===== config.mk =====
export PLATFORM = sky130hd
export DESIGN_NAME = axis_bram_sink
export DESIGN_NICKNAME = d
export VERILOG_FILES = /design/src/rtl/axis_bram_sink.sv
export SDC_FILE = /design/constraint.sdc
export NUM_CORES = 1
export LEC_CHECK = 0
export BUFFER_PORTS_ARGS = -buffer_cell sky130_fd_sc_hd__buf_2
export CAP_MARGIN = 20
export CORE_MARGIN = 2
export CORE_UTILIZATION = 30
export CTS_BUF_LIST = sky130_fd_sc_hd__clkbuf_2 sky130_fd_sc_hd__clkbuf_4 sky130_fd_sc_hd__clkbuf_8
export CTS_CLUSTER_DIAMETER = 100
export DETAILED_ROUTE_END_ITERATION = 12
export HOLD_SLACK_MARGIN = 0.02
export SLEW_MARGIN = 10
export SYNTH_ARGS = -nofsm -noshare
export SYNTH_HDL_FRONTEND = slang
export SYNTH_SLANG_ARGS = --single-unit
export TNS_END_PERCENT = 100

===== constraint.sdc =====
create_clock -name clk -period 5.8 [get_ports clk]
set_input_delay 1.16 -clock clk [delete_from_list [all_inputs] [get_ports clk]]
set_output_delay 1.16 -clock clk [all_outputs]
set_load 0.05 [all_outputs]

===== src/rtl/axis_bram_sink.sv =====
// AXI-Stream sink that checks an incrementing-data readback burst from axis_bram,
// applying LFSR-driven backpressure and reporting sticky error status.
module axis_bram_sink #(
  parameter int C_AXIS_BRAM_ADDR_WIDTH = 7,
  parameter int C_AXIS_BRAM_DATA_WIDTH = 8
) (
  input  logic                                  clk,
  input  logic                                  reset_n,
  input  logic                                  ctrl_start,
  input  logic [C_AXIS_BRAM_ADDR_WIDTH-1:0]     ctrl_length,
  input  logic [C_AXIS_BRAM_DATA_WIDTH-1:0]     ctrl_seed,
  input  logic [3:0]                            ctrl_ready_mask,
  input  logic                                  s_axis_tvalid,
  output logic                                  s_axis_tready,
  input  logic [C_AXIS_BRAM_DATA_WIDTH-1:0]     s_axis_tdata,
  input  logic [C_AXIS_BRAM_DATA_WIDTH/8-1:0]   s_axis_tstrb,
  input  logic                                  s_axis_tlast,
  output logic                                  stat_busy,
  output logic                                  stat_done,
  output logic                                  stat_error,
  output logic                                  stat_err_data,
  output logic                                  stat_err_strb,
  output logic                                  stat_err_last,
  output logic [C_AXIS_BRAM_ADDR_WIDTH-1:0]     stat_first_err_index,
  output logic [C_AXIS_BRAM_ADDR_WIDTH:0]       stat_beat_count
);

  localparam int AW = C_AXIS_BRAM_ADDR_WIDTH;
  localparam int DW = C_AXIS_BRAM_DATA_WIDTH;

  typedef enum logic [1:0] {
    S_IDLE,
    S_RUN,
    S_DONE
  } state_t;

  state_t          r_state;
  logic [7:0]      r_lfsr;
  logic [AW:0]     r_len;
  logic [DW-1:0]   r_seed;
  logic [3:0]      r_mask;
  logic            r_busy;
  logic            r_done;
  logic            r_err_data;
  logic            r_err_strb;
  logic            r_err_last;
  logic [AW-1:0]   r_first_idx;
  logic [AW:0]     r_count;

  logic            w_ready;
  logic            w_accept;
  logic            w_lfsr_fb;
  logic [AW:0]     w_len_in;
  logic [DW-1:0]   w_exp_data;
  logic            w_is_last;
  logic            w_bad_data;
  logic            w_bad_strb;
  logic            w_bad_last;
  logic            w_have_err;

  // tready depends only on registered state, so no input reaches any output.
  assign w_ready    = r_busy && ((r_lfsr[3:0] & r_mask) == 4'd0);
  assign w_accept   = s_axis_tvalid && w_ready;
  assign w_lfsr_fb  = r_lfsr[7] ^ r_lfsr[5] ^ r_lfsr[4] ^ r_lfsr[3];

  // A programmed length of zero stands for a full 2^AW-beat burst.
  assign w_len_in   = (ctrl_length == '0) ? {1'b1, {AW{1'b0}}} : {1'b0, ctrl_length};
  assign w_exp_data = r_seed + DW'(r_count);
  assign w_is_last  = (r_count == (r_len - (AW+1)'(1)));
  assign w_bad_data = (s_axis_tdata != w_exp_data);
  assign w_bad_strb = (s_axis_tstrb != '1);
  assign w_bad_last = (s_axis_tlast != w_is_last);
  assign w_have_err = r_err_data || r_err_strb || r_err_last;

  always_ff @(posedge clk or negedge reset_n) begin
    if (!reset_n) begin
      r_state     <= S_IDLE;
      r_lfsr      <= 8'hA5;
      r_len       <= '0;
      r_seed      <= '0;
      r_mask      <= '0;
      r_busy      <= 1'b0;
      r_done      <= 1'b0;
      r_err_data  <= 1'b0;
      r_err_strb  <= 1'b0;
      r_err_last  <= 1'b0;
      r_first_idx <= '0;
      r_count     <= '0;
    end else begin
      if (r_busy) begin
        r_lfsr <= {r_lfsr[6:0], w_lfsr_fb};
      end
      case (r_state)
        S_IDLE, S_DONE: begin
          if (ctrl_start) begin
            r_state     <= S_RUN;
            r_busy      <= 1'b1;
            r_done      <= 1'b0;
            r_err_data  <= 1'b0;
            r_err_strb  <= 1'b0;
            r_err_last  <= 1'b0;
            r_first_idx <= '0;
            r_count     <= '0;
            r_len       <= w_len_in;
            r_seed      <= ctrl_seed;
            r_mask      <= ctrl_ready_mask;
          end
        end
        S_RUN: begin
          if (w_accept) begin
            r_err_data <= r_err_data || w_bad_data;
            r_err_strb <= r_err_strb || w_bad_strb;
            r_err_last <= r_err_last || w_bad_last;
            if (!w_have_err && (w_bad_data || w_bad_strb || w_bad_last)) begin
              r_first_idx <= r_count[AW-1:0];
            end
            r_count <= r_count + (AW+1)'(1);
            // An early tlast ends the run just like reaching the programmed length.
            if (w_is_last || s_axis_tlast) begin
              r_state <= S_DONE;
              r_busy  <= 1'b0;
              r_done  <= 1'b1;
            end
          end
        end
        default: begin
          r_state <= S_IDLE;
          r_busy  <= 1'b0;
        end
      endcase
    end
  end

  assign s_axis_tready        = w_ready;
  assign stat_busy            = r_busy;
  assign stat_done            = r_done;
  assign stat_err_data        = r_err_data;
  assign stat_err_strb        = r_err_strb;
  assign stat_err_last        = r_err_last;
  assign stat_error           = r_err_data || r_err_strb || r_err_last;
  assign stat_first_err_index = r_first_idx;
  assign stat_beat_count      = r_count;

endmodule


Yosys cells after proc, flatten, opt, wreduce, memory -nomap -nowiden. Index checks and enable logic that the tools add are counted. W data, S select, Z words.

Register bits: 50. Bits in latches: 0. RAM bits: 0. ROM bits: 0. Input bits: 33. Output and inout bits: 22. Logic and storage cells: 77. Memories: 0.

Add/subtract/negate cells: 3. Multipliers: 0. Div/mod/pow operators: 0. Magnitude comparators: 0. Equality and inequality tests: 9. Shifts and indexed selects: 0. Muxes and demuxes: 26. Bitwise logic cells: 5. Reduce and logical (&&, ||, !) cells: 22.

Operator list (number): $mux W8 (3); $mux W7 (3); $pmux W8 S2 (1); $pmux W7 S2 (1); $pmux W1 S2 (5); $mux W1 (9); $add A8 B1 Y8 const B (1); $add A8 B8 Y8 (1); $eq A8 B8 Y1 (1); $logic_or A1 B1 Y1 (8); $ne A2 B2 Y1 const B (4); $ne A8 B8 Y1 (1); $reduce_and A4 Y1 (2); $sub A8 B1 Y8 const B (1); $logic_not A7 Y1 (1); $mux W2 (3); $reduce_and A3 Y1 (2); $and A4 B4 Y4 (1); $logic_not A4 Y1 (1); $pmux W2 S2 (1); $logic_and A1 B1 Y1 (3); $xor A1 B1 Y1 (3); $eq A2 B1 Y1 const B (1); $eq A2 B2 Y1 const B (1); 7 further kinds (7).

Logic depth before layout (Yosys ltp). Gate-level depths: netlist of the first run.

Word-level depth: 8. Gate-level depth with buffers: 12. Depth with buffers taken out: 12.

Worst setup path after synthesis of the first run. No wires, ideal clock.

Path kind: flip-flop to flip-flop. Start: reg r_len[0]. End: reg r_first_idx[0] (netlist: stat_first_err_index[0]). Setup time: 0.080 ns. Arrival: 3.008 ns. Required time: 5.720 ns. Setup slack: 2.712 ns. Stages on the path, launching flop included: 11. Buffers on the path: 0. Clock period less this slack: 3.088 ns. Path through: dfrtp_1 or4_1 nor2_1 mux2_2 mux2i_1 o21ai_0 nand3_1 ha_1 or3_1 o41ai_4 mux2i_1.

Longest elaborated chain between the ends: 7.

RTL lines: start: declaration (RTL line 39) `logic [AW:0] r_len;`; start signal: assignment (RTL line 104) `r_len <= w_len_in;`; $sub A8 B1 Y8 (RTL line 69) `assign w_is_last = (r_count == (r_len - (AW+1)'(1)));`; $eq A8 B8 Y1 (RTL line 69); $ne A1 B1 Y1 (RTL line 72) `assign w_bad_last = (s_axis_tlast != w_is_last);`; $logic_or A1 B1 Y1 (RTL line 114) `if (!w_have_err && (w_bad_data || w_bad_strb || w_bad_last)) begin`; $logic_and A1 B1 Y1 (RTL line 114); $ne A2 B2 Y1 (no line); $reduce_and A4 Y1 (no line); end signal: assignment (RTL line 115) `r_first_idx <= r_count[AW-1:0];`; end: declaration (RTL line 47) `logic [AW-1:0] r_first_idx;`.

Every way passes these cells. A chain may end at the register's enable or synchronous reset.

Final worst setup path of the first run.
Start: reg r_len[0]. End: reg r_first_idx[6] (netlist: stat_first_err_index[6]).

The elaborated chain is that of the path after synthesis.

==> metrics.md, run 1 <==
| Metric | Value |
|---|---|
| PortBufs | 54 |
| Initial Util | 31.0% |
| Die span in y | 99.2 microns |
| Slew headroom | 39.1% |
| Largest family of logic cells by synthesized area | simple AND/OR/NAND/NOR gates |
| RSZ-0062 raised after global routing | no |
| Total Power | 1610 uW |
| Max-cap violations | 0 |
| Root buf cell | clkbuf_8 |
| Final WS setup | 2.42 ns |
| Vias in the first global route | 2079 |
| Tcrit/Tclk final | 58.3% |
| Global-route wire length before repair | 10.2 mm |
| Seq/Total Area, Yosys | 46.2% |
| Setup Buffers After CTS | 0 |
| Post-Syn Instances | 284 |
| Post-Synth Simple-Gate Area | 18.5% |
| Final hold violation count | 0 |
| Row count | 34 |
| Layout area overhead | 17.7% |
| Synth async-reset ratio | 100% |
| Die area | 9830 sq um |
| All-layer global routing usage | 12.9% |
| Top FF cell, synth | dfrtp_1 |
| Ant diodes | 0 |
| WL/cell | 13.6 microns |
| Detail Route Antenna Nets | 0 |
| Tmin final | 3.38 ns |
| # IOs | 55 |
| TritonCTS Buffers | 5 |
| Routed vias | 2059 |
| Post-place setup slack | 2.41 ns |
| Post-Synth Adder-Cell Area | 5.34% |
| Clock sinks | 50 |
| GPL Wtd Cong | 0.779 |
| Vias per cell | 4.62 |
| Clock Skews | 0.00629 ns |
| Critical path data required time | 6.03 ns |
| Largest net degree at the start of global routing | 51 |
| CTS tree | done |
| Finish-stage setup viols | 0 |
| Hold Path Stages | 2 |
| Clock transition at path regs | 0.09 ns |
| Setup crit end kind | register |
| Layout cells sized above 1 | 24.6% |
| H-tree levels | 2 |
| Syn Std Cell Area | 2720 sq um |
| Switch Pwr | 701 uW |
| Placed wire-length estimate | 4.44 mm |
| R2R setup slack | 2.42 ns |
| LEAKAGE | 0.00160 uW |
| Mapped Avg Cell Area | 9.56 sq um |
| Core region area | 8760 sq um |
| Fillers | 919 |
| Pins over their slew limit | 0 |
| CP Max Fanout | 7 |
| Area of the multi-input gates | 1380 sq um |
| Total Routed Length | 6.07 mm |
| Int Power | 905 uW |
| Status | complete, no violations |
| Fin util | 36.5% |
| Pwr dens | 502 nW/um^2 |
| Initial drt markers | 88 |
| Synth warnings | 0 |
| Share of power burned in the clock network | 13.5% |
| Synthesized flop and latch total | 50 |
| Sw Share | 43.7% |
| Residual DRC | 0 |
| TNS Setup | 0 ns |
| WS Path Type | register to register |
| Pre-antenna DRT Iters | 4 |
| Mux cell area share after synthesis | 7.05% |
| GRT overflow | 0 |
| Register area | 1260 sq um |
| Cells after DPL | 438 |
| Synth Area in Compound Gates | 8.71% |
| Worst Hold Class | register to register |
| Xor and xnor area share after synthesis | 11.0% |
| Yosys cell types | 39 |
| Combinational share of power | 48.3% |
| Skew-Pair Late Insertion Delay | 0.31 ns |
| # resized after CTS | 0 |
| Power share of the sequential group | 38.2% |
| EDFF count, synth | 0 |
| NumNets Final | 381 |
| Crit path DAT | 3.62 ns |
| Worst Tran Pin Value | 0.914 ns |
| Antenna violations before repair | 0 |
| CTS Hold Bufs | 0 |
| F_max | 296 MHz |
| Final cell count without fillers | 446 |
| Syn_nets | 328 |
| Worst R2R Path Depth | 12 |
| Critical path startpoint category | register |
| Die width | 99.2 microns |
| Deepest clock path buffer count | 2 |
| VDD IR max | 0.280 mV |
cells by family after synthesis:
kind of cell,Yosys count
buffers and inverters,23
xor gates and xnor gates,34
DFF,50
adders and majority gates,11
muxes,18
AOI/OAI and AO/OA,32
and+or+nand+nor,116
worst paths after layout:
| kind | from | to |
|---|---|---|
| max reg2reg | r_len[0] | stat_first_err_index[6] |
| min | r_mask[0] | r_mask[0] |
| min reg2reg | r_mask[0] | r_mask[0] |
| max in group asynchronous | reset_n | r_len[6] |
| min in group asynchronous | reset_n | r_lfsr[6] |
| max | r_len[0] | stat_first_err_index[6] |
critical path, stage by stage (launching register included):
cell and delay [ns]:
dfrtp_1 0.42, inv_1 0.09, ha_1 0.17, nor3b_1 0.49, nand2_1 0.10, mux2i_1 0.15, a21oi_1 0.08, o21ai_0 0.18
nand3_1 0.10, ha_1 0.30, or3_1 0.38, o41ai_4 0.58, mux2i_1 0.26
placed cells by master (no fill, tap or decap), types with 2 or more instances in the layout:
| cell | count |
|---|---|
| nor3_1 | 4 |
| a21oi_1 | 10 |
| mux2_2 | 9 |
| inv_1 | 13 |
| ha_1 | 10 |
| xnor2_1 | 20 |
| nand4_1 | 6 |
| mux2i_1 | 9 |
| nor2b_1 | 2 |
| xor2_1 | 14 |
| nor4_1 | 2 |
| o31ai_1 | 2 |
| nor2_1 | 20 |
| or3_1 | 2 |
| dfstp_2 | 4 |
| dfrtp_1 | 46 |
| nand2_1 | 67 |
| a21o_1 | 3 |
| buf_2 | 54 |
| nand3_1 | 5 |
| buf_4 | 2 |
| o21ai_0 | 7 |
| clkbuf_8 | 6 |
per-layer routing:
| layer | GRT usage [%] | share of wire (%) | routed length, microns |
|---|---|---|---|
| met1 | 18.3 | 50 | 3010 |
| met2 | 20.1 | 45 | 2720 |
| met3 | 2.74 | 4.6 | 280 |
| met4 | 3.69 | 0.91 | 55 |
| met5 | 0 | 0 | 0 |
state kept, by name, indices dropped and copies added (netlist names), 2 cells and up:
signal and flops:
stat_beat_count 8, r_mask 4, r_lfsr 8, stat_first_err_index 7, r_len 8, r_seed 8
r_state 2
area by class of cell:
| class | count | area share [%] |
|---|---|---|
| Clock buffer | 7 | 2.82 |
| Clock inverter | 1 | 0.157 |
| Timing Repair Buffer | 56 | 8.92 |
| Multi-Input combinational cell | 211 | 43.1 |
| Sequential cell | 50 | 39.3 |
| Inverter | 13 | 1.53 |
| Tap cell | 108 | 4.23 |
cells in the mapped netlist (2+ instances only):
cell	instances	area share [%]
or3_1	2	0.46
nor4_1	2	0.46
ha_1	10	4.6
inv_1	13	1.8
o31ai_1	2	0.55
xnor2_1	20	6.4
nor3_1	4	0.74
clkbuf_1	10	1.4
o21ai_0	7	1.3
a21o_1	3	0.83
mux2i_1	9	3.3
nand2_1	67	9.3
nand3_1	5	0.92
xor2_1	14	4.5
mux2_2	9	3.7
a21oi_1	10	1.8
dfrtp_1	46	42
nor2b_1	3	0.69
nand4_1	6	1.4
nor2_1	20	2.8
dfstp_2	4	3.9
stage by stage:
step,area (sq um),hold WS [ns]
after detailed placement,3100,0.469
after global routing,3200,0.513
after floorplan,2720,0.441
after global placement,3100,0.461
final,3200,0.492
after CTS,3200,0.492
power groups by stage:
stage | Sequential [uW] | Clock (uW) | Combinational [uW]
floorplan | 674 | 0 | 555
global placement | 613 | 0 | 770
detailed placement | 620 | 0 | 783
CTS | 614 | 224 | 787
global route | 633 | 241 | 864
finish | 613 | 217 | 776
(Power assumes the default switching activity.)
==> run 2, diff against run 1 <==
clock period = 3.5 ns   (was 5.8 ns; I/O delays follow)
==> run 2 against run 1 <==
Against the previous run: sequential power increased by 63%; maximum frequency increased by 5.2%; hold slack got worse by 0.021 ns; final cell count increased by 0.67%; combinational power increased by 70%; utilization increased by 0.47 points; via count increased by 1.3%; register-to-register slack got worse by 2.1 ns; die area unchanged.
==> metrics.md, run 2 (synthesis results as in run 1) <==
| Metric | Value |
|---|---|
| Placed wire-length estimate | 4.55 mm |
| CP Max Fanout | 7 |
| WP buf/inv | 2 |
| Worst setup path startpoint | r_len[0] |
| Initial drt markers | 72 |
| Initial Util | 31.0% |
| Pre-antenna DRT Iters | 5 |
| Worst Tran Pin Value | 0.808 ns |
| R2R setup slack | 0.28 ns |
| CTS tree | done |
| Deepest clock path buffer count | 2 |
| Setup crit end kind | register |
| Vias in the first global route | 2114 |
| Antenna violations before repair | 0 |
| Residual DRC | 0 |
| Register area | 1260 sq um |
| Tcrit/Tclk final | 91.9% |
| PortBufs | 54 |
| Root buf cell | clkbuf_8 |
| Crit path DAT | 3.45 ns |
| Total Routed Length | 6.12 mm |
| NumNets Final | 384 |
| # IOs | 55 |
| Critical path data required time | 3.74 ns |
| Routed vias | 2085 |
| Final hold violation count | 0 |
| All-layer global routing usage | 13.0% |
| Reg2reg end | stat_first_err_index[4] |
| CP top delay family | simple AND/OR/NAND/NOR gates |
| # resized after CTS | 0 |
| Global-route wire length before repair | 10.2 mm |
| Detail Route Antenna Nets | 0 |
| Layout area overhead | 19.2% |
| Worst-path cell chain | inv_1, ha_1, nor3b_1, nand2_1, mux2i_1, a21oi_1, o21ai_0, nand3_1, ha_1, or3_1, o41ai_4, buf_4, mux2i_1 |
| Commonest cells after routing, fill and taps aside | 67 x nand2_1, 54 x buf_2, 46 x dfrtp_1 |
| Critical path startpoint category | register |
| Slew headroom | 46.1% |
| Row count | 34 |
| Cell Area, Placed | 3120 sq um |
| Final instance area | 3240 sq um |
| Finish-stage setup viols | 0 |
| Clock sinks | 50 |
| RSZ-0062 raised after global routing | no |
| R2r startpoint | r_len[0] |
| Die width | 99.2 microns |
| H-tree levels | 2 |
| CP max-delay cell | nor3b_1 |
| VDD IR max | 0.591 mV |
| WS Path Type | register to register |
| Pwr dens | 848 nW/um^2 |
| Fillers | 922 |
| Stages on the worst setup path | 13 |
| Vias per cell | 4.64 |
| Worst Hold Class | input port to asynchronous set/reset pin |
| Die area | 9830 sq um |
| Clock Skews | 0.00783 ns |
| CTS Hold Bufs | 0 |
| Worst Setup EP | stat_first_err_index[4] |
| Clock transition at path regs | 0.10 ns |
| GRT overflow | 0 |
| Largest net degree at the start of global routing | 37 |
| CP max stage delay | 0.49 ns |
| Worst R2R Path Depth | 13 |
| Pins over their slew limit | 0 |
| Skew-Pair Late Insertion Delay | 0.31 ns |
| Total Power | 2750 uW |
| Commonest non-fill, non-tap cell in the layout | nand2_1 |
| Die span in y | 99.2 microns |
| TNS Setup | 0 ns |
| Setup Buffers After CTS | 0 |
| Ant diodes | 0 |
| Max-cap violations | 0 |
| F_max | 311 MHz |
| WL/cell | 13.6 microns |
| LEAKAGE | 0.00162 uW |
| TritonCTS Buffers | 5 |
| GPL Wtd Cong | 0.765 |
| Area of the multi-input gates | 1380 sq um |
| Status | complete, no violations |
| Tmin final | 3.22 ns |
| Layout cells sized above 1 | 25.2% |
| Core region area | 8760 sq um |
-- run 2: changes by cell type in the layout (fill, tap and decap cells not counted) --
cell	before	now
buf_4	2	5
bufinv_16	0	1
clkbuf_8	6	5
clkinvlp_4	0	1
clkinv_2	1	0
-- run 2: worst register-to-register path, delay by kind of cell (launching register included) --
family	cells	cell delay (ns)
and+or+nand+nor	4	1.11
buffers and inverters	2	0.33
DFF	1	0.43
muxes	2	0.35
adders and majority gates	2	0.48
AOI/OAI and AO/OA	3	0.46
-- run 2: how the worst min path moves through the flow --
stage | endpoint | startpoint | slack, ns
3_5_place_dp | r_mask[1] | r_mask[1] | 0.46
5_1_grt | r_mask[0] | r_mask[0] | 0.52
6_report | r_lfsr[6] | reset_n | 0.47
3_3_place_gp | r_mask[0] | r_mask[0] | 0.46
2_1_floorplan | r_len[0] | reset_n | 0.40
4_1_cts | r_mask[1] | r_mask[1] | 0.49
-- run 2: stage by stage --
stage / setup WS [ns] / hold slack [ns] / cells / util (%)
finish: 0.285 / 0.470 / 449 / 37.0
global route: 0.0211 / 0.520 / 449 / 37.0
CTS: 0.261 / 0.490 / 449 / 37.0
detailed placement: 0.292 / 0.463 / 441 / 35.7
global placement: 0.418 / 0.460 / 441 / 35.7
floorplan: 0.412 / 0.404 / 284 / -
-- run 2: cell type report --
cell class	instances	area share [%]
Multi-Input combinational cell	211	42.5
Sequential cell	50	38.8
Timing Repair Buffer	59	9.51
Tap cell	108	4.17
Clock buffer	6	2.36
Inverter	13	1.51
Clock inverter	2	1.16
-- run 2: per-layer routing --
layer / vias to the layer above / wire length [microns] / track usage [%]
met3: 7 / 297 / 3.30
met2: 39 / 2850 / 21.8
met4: 0 / 61 / 3.48
met1: 981 / 2920 / 16.8
li1: 1058 / - / -
met5: - / 0 / 0
-- run 2: power breakdown --
part	leakage (uW)	internal [uW]	total, uW	switching (uW)
logic	0.000933	546	1320	774
clock network	0.0000548	221	422	200
registers	0.000634	805	1000	199
total	0.00162	1570	2750	1170
